## src/rtl/cpu_pkg.sv

```systemverilog
// Shared CPU decode encodings for the write-back select and load-extension logic.
// Latency: none (constants only).
// Backpressure: not applicable.
package cpu_pkg;

   // Destination register select (regDst)
   localparam logic [1:0] RD_RT   = 2'b00;
   localparam logic [1:0] RD_RD   = 2'b01;
   localparam logic [1:0] RD_LINK = 2'b10;
   localparam logic [1:0] RD_NONE = 2'b11;

   // Write-data source select (memToR)
   localparam logic [1:0] WD_ALU  = 2'b00;
   localparam logic [1:0] WD_MEM  = 2'b01;
   localparam logic [1:0] WD_LUI  = 2'b10;
   localparam logic [1:0] WD_LINK = 2'b11;

   // Load type (ldType); unlisted codes behave as a word load
   localparam logic [2:0] LD_W  = 3'b000;
   localparam logic [2:0] LD_B  = 3'b001;
   localparam logic [2:0] LD_BU = 3'b010;
   localparam logic [2:0] LD_H  = 3'b011;
   localparam logic [2:0] LD_HU = 3'b100;

endpackage

```

## src/rtl/load_ext.sv

```systemverilog
// Load sub-word extraction and sign/zero extension of a raw memory word.
// Latency: purely combinational.
// Backpressure: none; output follows inputs.
module load_ext
   import cpu_pkg::*;
#(
   parameter int DW = 32
) (
   input  logic [DW-1:0] mem_rd_i,
   input  logic [1:0]    addr_i,
   input  logic [2:0]    ld_type_i,
   output logic [DW-1:0] ext_o
);

   logic [7:0]  byte_sel;
   logic [15:0] half_sel;

   // Pick the addressed byte and half-word out of the low 32 bits; addr[0] is ignored for halves
   always_comb begin
      byte_sel = mem_rd_i[7:0];
      case (addr_i)
         2'd0:    byte_sel = mem_rd_i[7:0];
         2'd1:    byte_sel = mem_rd_i[15:8];
         2'd2:    byte_sel = mem_rd_i[23:16];
         default: byte_sel = mem_rd_i[31:24];
      endcase
      half_sel = addr_i[1] ? mem_rd_i[31:16] : mem_rd_i[15:0];
   end

   // Extend the selected field to DW; word loads zero any bits above 32
   always_comb begin
      ext_o = '0;
      case (ld_type_i)
         LD_B: begin
            ext_o       = {DW{byte_sel[7]}};
            ext_o[7:0]  = byte_sel;
         end
         LD_BU: begin
            ext_o[7:0]  = byte_sel;
         end
         LD_H: begin
            ext_o       = {DW{half_sel[15]}};
            ext_o[15:0] = half_sel;
         end
         LD_HU: begin
            ext_o[15:0] = half_sel;
         end
         default: begin
            ext_o[31:0] = mem_rd_i[31:0];
         end
      endcase
   end

endmodule

```

## src/rtl/wb_sel_reg.sv

```systemverilog
// MEM/WB pipeline register: selects write-back destination and data, registers them for WB.
// Latency: 1 cycle from m_* inputs to w_* outputs; outputs also feed forwarding.
// Backpressure: stall holds every register, flush loads a bubble (flush beats stall).
module wb_sel_reg
   import cpu_pkg::*;
#(
   parameter int DW          = 32,
   parameter int AW          = 5,
   parameter int LINK_REG    = 31,
   parameter int PC_LINK_OFS = 8
) (
   input  logic          clk,
   input  logic          reset_n,
   input  logic          stall,
   input  logic          flush,
   input  logic          m_valid,
   input  logic [DW-1:0] m_pc,
   input  logic [DW-1:0] m_alu_r,
   input  logic [DW-1:0] m_mem_rd,
   input  logic [15:0]   m_imm16,
   input  logic [AW-1:0] m_rt,
   input  logic [AW-1:0] m_rd,
   input  logic [1:0]    m_regDst,
   input  logic [1:0]    m_memToR,
   input  logic [2:0]    m_ldType,
   input  logic          m_regWrite,
   output logic          w_valid,
   output logic          w_we,
   output logic [AW-1:0] w_A3,
   output logic [DW-1:0] w_WD,
   output logic [DW-1:0] w_pc
);

   logic          valid_q, valid_d;
   logic          we_q,    we_d;
   logic [AW-1:0] a3_q,    a3_d;
   logic [DW-1:0] wd_q,    wd_d;
   logic [DW-1:0] pc_q,    pc_d;
   logic [DW-1:0] ld_data;

   load_ext #(.DW(DW)) u_load_ext (
      .mem_rd_i  (m_mem_rd),
      .addr_i    (m_alu_r[1:0]),
      .ld_type_i (m_ldType),
      .ext_o     (ld_data)
   );

   // Destination select; "none" maps to $0 so the write is suppressed below
   always_comb begin
      a3_d = '0;
      case (m_regDst)
         RD_RT:   a3_d = m_rt;
         RD_RD:   a3_d = m_rd;
         RD_LINK: a3_d = AW'(LINK_REG);
         default: a3_d = '0;
      endcase
   end

   // Write-data select; the link value wraps silently at the top of the address space
   always_comb begin
      wd_d = '0;
      case (m_memToR)
         WD_ALU:  wd_d = m_alu_r;
         WD_MEM:  wd_d = ld_data;
         WD_LUI:  wd_d[31:16] = m_imm16;
         default: wd_d = m_pc + DW'(PC_LINK_OFS);
      endcase
   end

   // Writes to $0 never reach the register file; data is still captured
   always_comb begin
      valid_d = m_valid;
      pc_d    = m_pc;
      we_d    = m_valid & m_regWrite & (a3_d != '0);
   end

   // Pipeline register: reset, then flush, then stall, then load
   always_ff @(posedge clk or negedge reset_n) begin
      if (!reset_n) begin
         valid_q <= 1'b0;
         we_q    <= 1'b0;
         a3_q    <= '0;
         wd_q    <= '0;
         pc_q    <= '0;
      end else if (flush) begin
         valid_q <= 1'b0;
         we_q    <= 1'b0;
         a3_q    <= '0;
         wd_q    <= '0;
         pc_q    <= '0;
      end else if (!stall) begin
         valid_q <= valid_d;
         we_q    <= we_d;
         a3_q    <= a3_d;
         wd_q    <= wd_d;
         pc_q    <= pc_d;
      end
   end

   assign w_valid = valid_q;
   assign w_we    = we_q;
   assign w_A3    = a3_q;
   assign w_WD    = wd_q;
   assign w_pc    = pc_q;

endmodule

```

## config.mk

```make
export PLATFORM = sky130hd
export DESIGN_NAME = wb_sel_reg
export DESIGN_NICKNAME = d
export VERILOG_FILES = /design/src/rtl/cpu_pkg.sv /design/src/rtl/load_ext.sv /design/src/rtl/wb_sel_reg.sv
export SDC_FILE = /design/constraint.sdc
export NUM_CORES = 1
export LEC_CHECK = 0
export ABC_AREA = 1
export CORE_MARGIN = 2
export CORE_UTILIZATION = 45
export DETAILED_ROUTE_END_ITERATION = 10
export PLACE_DENSITY_LB_ADDON = 0.2
export SKIP_CTS_REPAIR_TIMING = 1
export SYNTH_ARGS = -nofsm -noshare
export SYNTH_HDL_FRONTEND = slang
export SYNTH_SLANG_ARGS = --single-unit
```

## constraint.sdc

```tcl
create_clock -name clk -period 1.3 [get_ports clk]
set_input_delay 0.195 -clock clk [delete_from_list [all_inputs] [get_ports clk]]
set_output_delay 0.195 -clock clk [all_outputs]
set_load 0.005 [all_outputs]
```

==> Yosys cells after proc, flatten, opt, wreduce, memory -nomap -nowiden <==
Cells that the tools add are included.
{ "classes": {"n_addsub": 1, "n_eq_ne": 11, "mux": 18, "bitwise_logic": 2, "reduce_logical": 7} }
{ "op_table": {"columns": ["cell", "count"], "rows": [
  ["$pmux 16 s3", 3],
  ["$mux 32", 4],
  ["$pmux 8 s3", 2],
  ["$add 32x4->32 const B", 1],
  ["$mux 16", 1],
  ["$pmux 8 s2", 1],
  ["$pmux 5 s3", 1],
  ["$mux 5", 2],
  ["$eq 2x1->1 const B", 3],
  ["$eq 2x2->1 const B", 3],
  ["$eq 3x2->1 const B", 2],
  ["$logic_not 2->1", 3],
  ["$reduce_or 2->1", 3],
  ["$reduce_bool 5->1", 1],
  ["$mux 1", 4],
  ["$eq 3x1->1 const B", 1],
  ["$eq 3x3->1 const B", 1],
  ["$and 1x1->1", 2],
  ["$ne 2x1->1 const B", 1]
]} }
{ "totals": {"ff_bits": 71, "in_bits": 135, "out_inout_bits": 71, "word_cells": 44} }

==> Logic depth before layout (Yosys ltp) <==
{ "depth": {"ltp_word": 6, "ltp_mapped": 12, "ltp_nobuf": 12} }

==> By module <==
Synthesis repeated with hierarchy kept, for this count alone.
{ "hier_totals": {"cells_unflattened": 837, "area_unflattened_um2": 5328.9} }
{ "modules_own_cells": {"columns": ["module", "n_inst", "cells_each", "area_per_inst_um2", "seq_area_each_um2"], "rows": [
  ["wb_sel_reg", 1, 629, 4291.6, 1776.7],
  ["load_ext", 1, 208, 1037.2, 0.0]
]} }

==> Least setup slack after synthesis <==
No wires, ideal clock.
{ "synth_path": {"path_type": "input-to-reg", "startpoint": "in m_alu_r[1]", "endpoint": "reg wd_q[27] (netlist: w_WD[27])", "setup_time_ns": 0.118, "t_arrival_ns": 1.163, "required_ns": 1.182, "setup_slack_ns": 0.019, "cell_stages": 12, "path_buffers": 2, "cell_sequence": "buf_6 inv_2 nand2_1 o21ai_1 nor2_1 nor2_2 nand2_4 buf_6 nand2_1 nand2_1 nand3_1 nand2_1"} }
{ "synth_between": {"elab_chain_len": 6, "elab_cells_between_ends": 9, "classes_between": "eq/ne (2); mux (6); reduce/logical (1)"} }
{ "synth_lines": {"columns": ["element", "line_no", "text"], "rows": [
  ["start: declaration", "wb_sel_reg.sv:18", "input logic [DW-1:0] m_alu_r,"],
  ["$eq 2x2->1 (tied with other cells)", "load_ext.sv:21", "case (addr_i)"],
  ["$pmux 8 s3", "load_ext.sv:21", null],
  ["$pmux 16 s3 *", "load_ext.sv:33", "case (ld_type_i)"],
  ["$pmux 16 s3 *", "wb_sel_reg.sv:62", "case (m_memToR)"],
  ["$mux 32 *", "wb_sel_reg.sv:91", "end else if (!stall) begin"],
  ["$mux 32 *", "wb_sel_reg.sv:85", "end else if (flush) begin"],
  ["end signal: assignment", "wb_sel_reg.sv:95", "wd_q <= wd_d;"],
  ["end: declaration", "wb_sel_reg.sv:37", "logic [DW-1:0] wd_q, wd_d;"]
]} }
Every way passes the cells marked *; elsewhere a longest branch is shown, timed or not. The select of a mux whose other input is x is not followed.
A chain may end at the register's enable or synchronous reset.

==> Final worst setup path <==
{ "layout_path": {"startpoint": "in m_ldType[1]", "endpoint": "reg wd_q[19] (netlist: w_WD[19])"} }
{ "layout_between": {"elab_chain_len": 6, "elab_cells_between_ends": 9, "classes_between": "eq/ne (4); mux (4); reduce/logical (1)"} }
{ "layout_lines": {"columns": ["element", "line_no", "text"], "rows": [
  ["start: declaration", "wb_sel_reg.sv:25", "input logic [2:0] m_ldType,"],
  ["$eq 3x2->1 or $eq 3x3->1 (tied branches)", "load_ext.sv:33", null],
  ["$reduce_or 2->1 (no line)", null, null],
  ["$pmux 16 s3 *", "load_ext.sv:33", null],
  ["$pmux 16 s3 *", "wb_sel_reg.sv:62", null],
  ["$mux 32 *", "wb_sel_reg.sv:91", null],
  ["$mux 32 *", "wb_sel_reg.sv:85", null]
]} }
Marks and branches as above.

==> summary.md <==
| Metric | Value |
|---|---|
| Outcome | finished clean |
| Fin. Hold Viols | 0 |
| Final setup fails | 0 |
| Final design utilization | 81.2% |
| I/O Buffers | 205 |
| Pre-Repair DR Iteration Count | 6 |
| Final GP Congestion | around 0.96 |
| Vias in the first global route | between 6000 and 7000 |
| Effective utilization at floorplan | 46.2% |
| Slew headroom | ~74% |
| CTS tree | yes |
| Iter 0 DRT Violations | between 600 and 700 |
| Tmin final | between 1 and 1.5 ns |
| Worst-skew pair later-pin latency | 0.33 ns |
| Root buffer cell | clkbuf_16 |
| Seq/Total Area, Yosys | about a third |
| Clk sinks | 71 |
| Crit share post-route | between 90% and 100% |
| Core Region | 11400 µm² |
| GR Overflow Total | 0 |
| Row cnt | 39 |
| First-pass GRT wire length | between 30 and 40 mm |
| Clk slew on worst S/H paths | roughly 0.06 ns |
| All-layer global routing usage | about a third |
| P&R area growth vs syn | 75.8% |
| DP HPWL | 16.0 mm |
| Hold_ws | 0.225 ns |
| Mean post-synth cell area | approximately 6 µm² |
| Post-Syn Instances | 878 |
| Commonest cells post-synth | 385 x nand2_1, 81 x inv_1, 75 x o21ai_0 |
| Syn Std Cell Area | between 5000 and 6000 µm² |
| Filler cell count | a little over 800 |
| Total number of vias | between 7000 and 8000 |
| Crit start category | input pin |
| WS Path Type | input pin to register |
| CP max FO | 8 |
| Total power per unit cell area | 759 nW/µm² |
| Top cells by area, synth | dfrtp_1 34%, nand2_1 27%, o21ai_0 7.1% |
| Top-Level Pins | approximately 200 |
| Max VDD drop | 802 µV |
| Largest net degree at the start of global routing | 72 |
| Final wirelength | about 21 mm |
| Max Clock Skew | 0 ns |
| Number of library cell types mapped by synthesis | 30 |
| Post-synth ARST share | between 90% and 100% |
| Routed Antenna Nets | 0 |
| CTS Buf Count | 9 |
| Hold Crit Class | input pin to register |
| Max Fclk | 776 MHz |
| DR vias/cell | 5.28 |
| Area occupied by multi-input gates | 3240 µm² |
| Share of cells above drive strength 1 | approximately a fifth |
| Area share of the largest cell type after synthesis | between 30 and 40% |
| Die W | roughly 110 µm |
| H-tree Lvls | 3 |
| Yosys reg bits | 71 |
| Syn Nets | between 1000 and 1500 |
| Sequential cell area | 1780 µm² |
| Actual slew at the worst max-slew pin | 0.383 ns |
| DRC | 0 |
| Final net count | between 1000 and 1500 |
| Cell leakage power | between 5 and 6 nW |
| Clk buf depth | 2 |
| Die area | 12600 µm² |
| WL per Instance | 15.8 µm |
| Final Max Slew Viols | 0 |
| Die Ht | 112 µm |
| Most common cell in the netlist | nand2_1 |
| Yosys warning total | 0 |
| Critical Path AT | 1.57 ns |
| Most used DFF post-synth | dfrtp_1 |
| Initial antenna violation count | 1 |
| Worst EP required | between 1.5 and 2 ns |
| Post-synth EDFFs | 0 |
| Max cap viols | 0 |
| Area leader, netlist | dfrtp_1 |
| Crit. End Element | register |
==> where the power goes <==
part           total, mW  internal (mW)  switching [mW]  leakage (nW)
sequential          2.42           2.35          0.0762         0.946
combinational       2.22           1.14            1.08          4.79
clock               2.39           1.39            1.00         0.134
total               7.04           4.88            2.16          5.87
==> layout make-up <==
class                   count  share of cell area [%]
multi-input cells         683                    34.9
diodes                      1                  0.0270
well taps                 143                    1.93
flip-flops and latches     71                    19.2
clock buffers              11                    2.73
inverters                  91                    3.71
repair buffers            342                    37.2
clock inverters             5                   0.351
==> critical path, cell delays in order <==
cell            delay (ns)
dlymetal6s2s_1        0.16
buf_6                 0.14
nand3_1               0.15
buf_4                 0.18
nor2_1                0.19
nor2_4                0.09
nand2_4               0.16
nand3_2               0.07
nand2_1               0.11
nand2_1               0.06
nand2_1               0.05
==> layout by cell type (no fill, tap or decap), types with 4 or more instances in the layout <==
master and instances:
a21oi_1 29, a31oi_1 4, buf_12 7, buf_4 120
buf_6 8, clkbuf_16 9, clkdlybuf4s50_1 97, dfrtp_1 71
dlymetal6s2s_1 105, inv_1 76, inv_2 14, nand2_1 359
nand2_2 29, nand2_4 5, nand3_1 69, nand3_2 5
nor2_1 31, nor2_2 22, nor2_4 11, o211ai_1 8
o21ai_0 66, o21ai_1 16, or2_2 5, xor2_1 5
==> per-stage QoR <==
stage	worst slack, ns	setup TNS, ns	std cells	cell area, µm²	power, mW
after floorplan	0.0189	0	878	5270	3.23
after detailed placement	-0.635	-25.53	1308	8300	4.54
after global routing	-0.0759	-0.484	1347	9270	7.35
final	0.0115	0	1347	9270	7.04
after global placement	-0.573	-23.63	1308	8300	4.52
after CTS	-0.332	-13.70	1324	8580	6.90
==> cells by family after synthesis <==
family                     count (synthesis)  share of synthesized area (%)
AOI/OAI and AO/OA                        133                           13.6
xor gates and xnor gates                   5                          0.831
adders and majority gates                  1                          0.237
buffers and inverters                    125                           9.44
DFF                                       71                           33.7
and+or+nand+nor                          543                           42.2
==> path summary, 6_finish.rpt <==
kind                             start       end  slack [ns]  cells past startpoint
setup / recovery           m_ldType[1]  w_WD[19]        0.01                     11
hold / removal                m_pc[29]  w_pc[29]        0.22                      3
setup reg to reg               w_pc[4]   w_pc[4]        0.51                      2
hold reg to reg               w_WD[21]  w_WD[21]        0.48                      2
max in group asynchronous      reset_n  w_WD[31]        0.59                      3
min in group asynchronous      reset_n   w_A3[1]        0.41                      3
==> sequential cells by signal, indices dropped and copies added, names as in the netlist <==
name,cells
w_we,1
w_WD,32
w_A3,5
w_valid,1
w_pc,32
==> per-layer routing <==
metal	wire length (µm)	up-vias	GRT usage (%)
li1	-	3427	-
met1	8610	3254	43.3
met2	10200	365	53.8
met3	1570	65	3.40
met4	857	0	11.5
met5	0	-	0
Note: power is estimated with default switching activity, not from simulation.
